--- src/rtl/i2s_tx_slave_fifo_if.sv ---
// Frame input channel into the I2S transmitter: one stereo frame per valid/ready handshake.
// Latency: none, wiring only.
// Backpressure: the producer holds in_valid and the frame until in_ready is seen high on a bclk posedge.
interface i2s_tx_slave_fifo_if #(
  parameter int DATA_W = 16
);
  logic              in_valid;
  logic              in_ready;
  logic [DATA_W-1:0] in_l;
  logic [DATA_W-1:0] in_r;

  modport master (output in_valid, output in_l, output in_r, input in_ready);
  modport slave  (input in_valid, input in_l, input in_r, output in_ready);
endinterface

--- src/rtl/i2s_tx_slave_fifo.sv ---
// I2S slave transmitter with stereo frame FIFO, bclk only; optional mute input under `I2S_TX_MUTE_EN`.
// Latency: MSB of a frame appears one negedge after the first left slot start that sees it stored.
// Backpressure: in_ready is low while DEPTH frames are held; underrun loads zeros or the last frame.
module i2s_tx_slave_fifo #(
  parameter int DATA_W          = 16,
  parameter int DEPTH           = 4,
  parameter int UNDERRUN_REPEAT = 0
) (
  input  logic                   bclk,
  input  logic                   rst,
  input  logic                   lrck,
  output logic                   sdata,
  i2s_tx_slave_fifo_if.slave     in_if,
  output logic [$clog2(DEPTH):0] fill,
  output logic                   underrun
`ifdef I2S_TX_MUTE_EN
  ,
  input  logic                   mute
`endif
);

  localparam int PW = $clog2(DEPTH);
  localparam int FW = PW + 1;
  localparam int CW = $clog2(DATA_W);

  // posedge-domain state
  logic              lrck_d1_q, lrck_d1_d;
  logic              lrck_d2_q, lrck_d2_d;
  logic [PW-1:0]     wr_ptr_q, wr_ptr_d;
  logic [PW-1:0]     rd_ptr_q, rd_ptr_d;
  logic [FW-1:0]     fill_q, fill_d;
  logic              in_ready_q, in_ready_d;
  logic              underrun_q, underrun_d;
  logic [DATA_W-1:0] mem_l_q [DEPTH];
  logic [DATA_W-1:0] mem_r_q [DEPTH];

  // negedge-domain state
  logic [DATA_W-1:0] shift_q, shift_d;
  logic [CW-1:0]     cnt_q, cnt_d;
  logic              sdata_q, sdata_d;
  logic [DATA_W-1:0] cur_r_q, cur_r_d;
  logic [DATA_W-1:0] last_l_q, last_l_d;
  logic [DATA_W-1:0] last_r_q, last_r_d;

  logic              slot_start, left_start, right_start;
  logic              fifo_empty, push, pop;
  logic [DATA_W-1:0] head_l, head_r;
  logic              load;
  logic [DATA_W-1:0] load_word;

  // Slot detection and FIFO handshake; the pop decided on a left-start negedge commits on the next posedge.
  always_comb begin
    slot_start  = (lrck_d1_q != lrck_d2_q);
    left_start  = slot_start && !lrck_d1_q;
    right_start = slot_start && lrck_d1_q;
    fifo_empty  = (fill_q == '0);
    push        = in_if.in_valid && in_ready_q;
    pop         = left_start && !fifo_empty;
    head_l      = mem_l_q[rd_ptr_q];
    head_r      = mem_r_q[rd_ptr_q];
  end

  // Next state for the lrck synchroniser, FIFO pointers/occupancy and the underrun pulse.
  always_comb begin
    lrck_d1_d  = lrck;
    lrck_d2_d  = lrck_d1_q;
    wr_ptr_d   = wr_ptr_q;
    rd_ptr_d   = rd_ptr_q;
    fill_d     = fill_q;
    if (push) wr_ptr_d = wr_ptr_q + 1'b1;
    if (pop)  rd_ptr_d = rd_ptr_q + 1'b1;
    case ({push, pop})
      2'b10:   fill_d = fill_q + 1'b1;
      2'b01:   fill_d = fill_q - 1'b1;
      default: fill_d = fill_q;
    endcase
    in_ready_d = (fill_d != FW'(DEPTH));
    underrun_d = left_start && fifo_empty;
  end

  // Posedge registers: synchroniser, pointers, occupancy, handshake and status.
  always_ff @(posedge bclk or negedge rst) begin
    if (!rst) begin
      lrck_d1_q  <= 1'b0;
      lrck_d2_q  <= 1'b0;
      wr_ptr_q   <= '0;
      rd_ptr_q   <= '0;
      fill_q     <= '0;
      in_ready_q <= 1'b1;
      underrun_q <= 1'b0;
    end else begin
      lrck_d1_q  <= lrck_d1_d;
      lrck_d2_q  <= lrck_d2_d;
      wr_ptr_q   <= wr_ptr_d;
      rd_ptr_q   <= rd_ptr_d;
      fill_q     <= fill_d;
      in_ready_q <= in_ready_d;
      underrun_q <= underrun_d;
    end
  end

  // Frame storage; contents are only read while occupancy says they are valid, so no reset.
  always_ff @(posedge bclk) begin
    if (push) begin
      mem_l_q[wr_ptr_q] <= in_if.in_l;
      mem_r_q[wr_ptr_q] <= in_if.in_r;
    end
  end

  // Word selection at slot starts and the MSB-first shifter with zero padding after the LSB.
  always_comb begin
    shift_d   = shift_q;
    cnt_d     = cnt_q;
    sdata_d   = 1'b0;
    cur_r_d   = cur_r_q;
    last_l_d  = last_l_q;
    last_r_d  = last_r_q;
    load      = 1'b0;
    load_word = '0;
    if (left_start) begin
      load = 1'b1;
      if (!fifo_empty) begin
        load_word = head_l;
        cur_r_d   = head_r;
        last_l_d  = head_l;
        last_r_d  = head_r;
      end else if (UNDERRUN_REPEAT != 0) begin
        load_word = last_l_q;
        cur_r_d   = last_r_q;
      end else begin
        load_word = '0;
        cur_r_d   = '0;
      end
    end else if (right_start) begin
      load      = 1'b1;
      load_word = cur_r_q;
    end
`ifdef I2S_TX_MUTE_EN
    // Mute only blanks what is shifted out; the held right sample and repeat frame stay real.
    if (mute) load_word = '0;
`endif
    if (load) begin
      // A slot start always reloads, dropping any untransmitted LSBs of a short slot.
      shift_d = load_word;
      sdata_d = load_word[DATA_W-1];
      cnt_d   = CW'(DATA_W - 1);
    end else if (cnt_q != '0) begin
      shift_d = shift_q << 1;
      sdata_d = shift_q[DATA_W-2];
      cnt_d   = cnt_q - 1'b1;
    end
  end

  // Negedge output stage so the codec samples stable data on the following posedge.
  always_ff @(negedge bclk or negedge rst) begin
    if (!rst) begin
      shift_q  <= '0;
      cnt_q    <= '0;
      sdata_q  <= 1'b0;
      cur_r_q  <= '0;
      last_l_q <= '0;
      last_r_q <= '0;
    end else begin
      shift_q  <= shift_d;
      cnt_q    <= cnt_d;
      sdata_q  <= sdata_d;
      cur_r_q  <= cur_r_d;
      last_l_q <= last_l_d;
      last_r_q <= last_r_d;
    end
  end

  assign sdata          = sdata_q;
  assign fill           = fill_q;
  assign underrun       = underrun_q;
  assign in_if.in_ready = in_ready_q;

endmodule
--- src/flat_wrapper.sv ---
// flat-port wrapper written by rule: the top's interface ports become plain ports
module i2s_tx_slave_fifo_flat 
#(
  parameter int DATA_W          = 16,
  parameter int DEPTH           = 4,
  parameter int UNDERRUN_REPEAT = 0
)
  (bclk, rst, lrck, sdata, fill, underrun, in_if_in_valid, in_if_in_l, in_if_in_r, in_if_in_ready);
  i2s_tx_slave_fifo_if #(.DATA_W(DATA_W)) in_if_i ();
  input  logic bclk;
  input  logic rst;
  input  logic lrck;
  output logic sdata;
  output logic [$clog2(DEPTH):0] fill;
  output logic underrun;
  input wire logic [$bits(in_if_i.in_valid)-1:0] in_if_in_valid;
  input wire logic [$bits(in_if_i.in_l)-1:0] in_if_in_l;
  input wire logic [$bits(in_if_i.in_r)-1:0] in_if_in_r;
  output wire logic [$bits(in_if_i.in_ready)-1:0] in_if_in_ready;
  assign in_if_i.in_valid = in_if_in_valid;
  assign in_if_i.in_l = in_if_in_l;
  assign in_if_i.in_r = in_if_in_r;
  assign in_if_in_ready = in_if_i.in_ready;
  i2s_tx_slave_fifo #(.DATA_W(DATA_W), .DEPTH(DEPTH), .UNDERRUN_REPEAT(UNDERRUN_REPEAT)) u_core (.bclk(bclk), .rst(rst), .lrck(lrck), .sdata(sdata), .in_if(in_if_i), .fill(fill), .underrun(underrun));
endmodule
--- config.mk ---
export PLATFORM = sky130hd
export DESIGN_NAME = i2s_tx_slave_fifo_flat
export DESIGN_NICKNAME = d
export VERILOG_FILES = /design/src/rtl/i2s_tx_slave_fifo_if.sv /design/src/rtl/i2s_tx_slave_fifo.sv /design/src/flat_wrapper.sv
export SDC_FILE = /design/constraint.sdc
export NUM_CORES = 1
export LEC_CHECK = 0
export BUFFER_PORTS_ARGS = -buffer_cell sky130_fd_sc_hd__buf_2
export CAP_MARGIN = 25
export CORE_MARGIN = 1
export CORE_UTILIZATION = 55
export CTS_CLUSTER_DIAMETER = 120
export DETAILED_ROUTE_END_ITERATION = 8
export PLACE_DENSITY = 0.73
export REMOVE_ABC_BUFFERS = 1
export SYNTH_ARGS = -nofsm -noshare
export SYNTH_HDL_FRONTEND = slang
export SYNTH_SLANG_ARGS = --single-unit
export TNS_END_PERCENT = 10
--- constraint.sdc ---
create_clock -name bclk -period 3.1 [get_ports bclk]
set_input_delay 0.155 -clock bclk [delete_from_list [all_inputs] [get_ports bclk]]
set_output_delay 0.155 -clock bclk [all_outputs]
set_load 0.005 [all_outputs]
==> impl_metrics.ini <==
[global_route]
overflow = 0
grt_usage_pct = 22.5
antenna_found_initial = 0
grt_pass1_vias = 4052
grt_max_degree = 33
grt_first_pass_wirelength_um = 21100

[setup_path]
critical_path_class = reg -> reg
r2r_cells = 4
start_kind = flop
endpoint_kind = flop
crit_arrival_ns = 1.90
cp_num_cells = 4
worstPathMaxFanout = 4
cp_slowest_cell = mux4_2
crit_chain = buf_4, mux4_2, a221oi_2, o21ai_1
r2r_slack_ns = -0.11
critPathTopFamily = multiplexers
critPathRequiredTime_ns = 1.79
cp_num_buf_inv = 1
cp_slowest_stage_delay_ns = 0.54

[place]
dp.cells = 609
io_buffers = 41
dpl_worst_slack_ns = -0.137
gp_congestion = 0.725
place_area_um2 = 7490
place_hpwl_um = 7490

[yosys]
synth_top_area_cell = edfxtp_1
synth.ff_latch_count = 175
yosysUniqueCellTypes = 42
ys_seq_area_share_pct = 72.2
synth-main-ff-cell = edfxtp_1
synthTopCellsByArea = edfxtp_1, dfrtn_1, mux4_2, mux4_1, dfrtp_1
yosysMostFrequentCell = edfxtp_1
mappedNetlistArea_um2 = 6950
synth_top_area_share_pct = 55.3
synthCells = 394
postSynthAreaPerCell_um2 = 17.7
synth_common_cells = edfxtp_1, o21ai_0, dfrtn_1
async_flop_share_pct = 26.9
synth-edff-count = 128
yosysWarnings = 0

[clocking]
cts-root-buf = clkbuf_16
insertion_delay_ns = 0.43
clk_pin_slew_ns = 0.06
cts_made_buffers = 17
clock_path_buffers = 2
cts_tree = done
ctsHtreeMaxLevel = 4
cts_num_sinks = 175

[power]
combPwrFrac_pct = 25.8
internal_power_mw = 5.34
pwr-share-clk_pct = 28.6
switching_power_mw = 1.98
seq_power_share_pct = 45.7
cellPowerDensity_nw_per_um2 = 866
p_sw_share_pct = 27.0
ir_drop_uv = 520
cellLeakagePower_nw = 3.17
finalPower_mw = 7.32

[run]
maxCapViolations = 0

[detailed_routing]
viasPerCell = 5.59
first_pass_iters = 4
vias = 3771
drtIter0Drc = 192
routedWlPerCell_um = 19.5
drt-total-wl_um = 13200
drc = 0
ant_nets = 0

[timing]
max_slew_margin_pct = 64.8
hold_slack_ns = -0.00138
rsz0062_at_grt = yes
fin_ws_ns = -0.110
fin_skew_ns = 0.0297
hold_violations = 1
finalMaxSlewViolations = 0
setup_viol = 24
worstMarginPinSlew_ns = 0.529
tns_ns = -1.46

[die]
coreArea_um2 = 12200
start_util_pct = 57.2
pin_count = 42
row_count = 40
dieWidth_um = 114
die_h_um = 114
die_area_um2 = 13100

[cells_and_area]
layout.cells.non_filler = 675
syn_to_final_growth_pct = 21.6
drive_gt1_share_pct = 28.8
nNetsFinal = 540
diodes = 0
final_util_pct = 69.5
design_area_um2 = 8460

[run_status]
status = complete, but fails checks
violations = negative hold slack, negative setup slack

[worst_hold_path]
min_path_type = in -> async
worst reg2reg max path, cell delays in order, from the launching register on:
cell and delay [ns]:
dfrtp_2 0.42, buf_4 0.19, mux4_2 0.55, a221oi_2 0.25, o21ai_1 0.08
final timing paths:
kind / startpoint / endpoint
setup / recovery: u_core.rd_ptr_q[0]$_DFFE_PN0P_ / u_core.shift_q[8]$_DFFE_NN0P_
hold / removal: rst / u_core.rd_ptr_q[1]$_DFFE_PN0P_
setup reg to reg: u_core.rd_ptr_q[0]$_DFFE_PN0P_ / u_core.shift_q[8]$_DFFE_NN0P_
hold reg to reg: u_core.lrck_d1_q$_DFF_PN0_ / u_core.lrck_d2_q$_DFF_PN0_
max in group asynchronous: rst / u_core.sdata$_DFF_NN0_
min in group bclk: in_if_in_valid / u_core.wr_ptr_q[0]$_DFFE_PN0P_
cell families (layout without fill, tap and decap cells):
family	count (synthesis)	count (layout)	synth area share, %
multiplexers	33	33	11.1
buffers and inverters	48	161	3.69
adder cells (fa/ha/maj)	9	9	1.73
flip-flops	175	175	72.2
XOR/XNOR	6	6	0.756
AND/OR/NAND/NOR	53	53	3.63
AO/OA/AOI/OAI	70	70	6.87
power by group through the flow:
| stage | clock [mW] | sequential (mW) | combinational [mW] |
|---|---|---|---|
| floorplan | 0 | 3.43 | 0.969 |
| global placement | 0 | 3.33 | 1.71 |
| detailed placement | 0 | 3.36 | 1.75 |
| CTS | 2.12 | 3.34 | 1.90 |
| global route | 2.22 | 3.38 | 2.04 |
| finish | 2.09 | 3.34 | 1.88 |
layout make-up:
type	count	area (um2)
timing repair buffer	103	860
multi-input combinational	171	1690
tap	168	210
inverter	27	101
clock buffer	22	454
fill	790	3710
clock inverter	9	121
sequential	175	5020
flip-flops by register name, indices dropped and copies added, names as in the netlist, 2 cells and up:
name             cells
u_core.cur_r_q      16
u_core.rd_ptr_q      2
u_core.mem_r_q      64
u_core.wr_ptr_q      2
u_core.fill          3
u_core.cnt_q         4
u_core.mem_l_q      64
u_core.shift_q      15
metal layers:
metal  track usage (%)  wire, um  share of wire [%]
met2              38.2      6920                 52
met1              27.9      5530                 42
met4              10.6       157                1.2
met3              4.82       580                4.4
met5                 0         0                  0
layout by cell type (no fill, tap or decap), drive strengths merged, types with 2 or more instances in the layout:
cell and instances:
dfrtp 10, xnor2 4, mux4 32, o21ai 50, a22oi 2, nand2 35
nor2 2, a221oi 14, edfxtp 128, xor2 2, clkinv 5, clkbuf 22
ha 8, nor3 2, buf 70, bufinv 3, dlygate4sd3 33, inv 27
and3 4, dfrtn 36
repair_timing:
item,CTS,global route
endpoints found under the hold margin,129,0
buffers inserted,2,0
pin swaps,8,5
hold buffers,33,0
gates resized for setup,21,7
endpoints found under the setup margin,23,30
(Power assumes the default switching activity.)
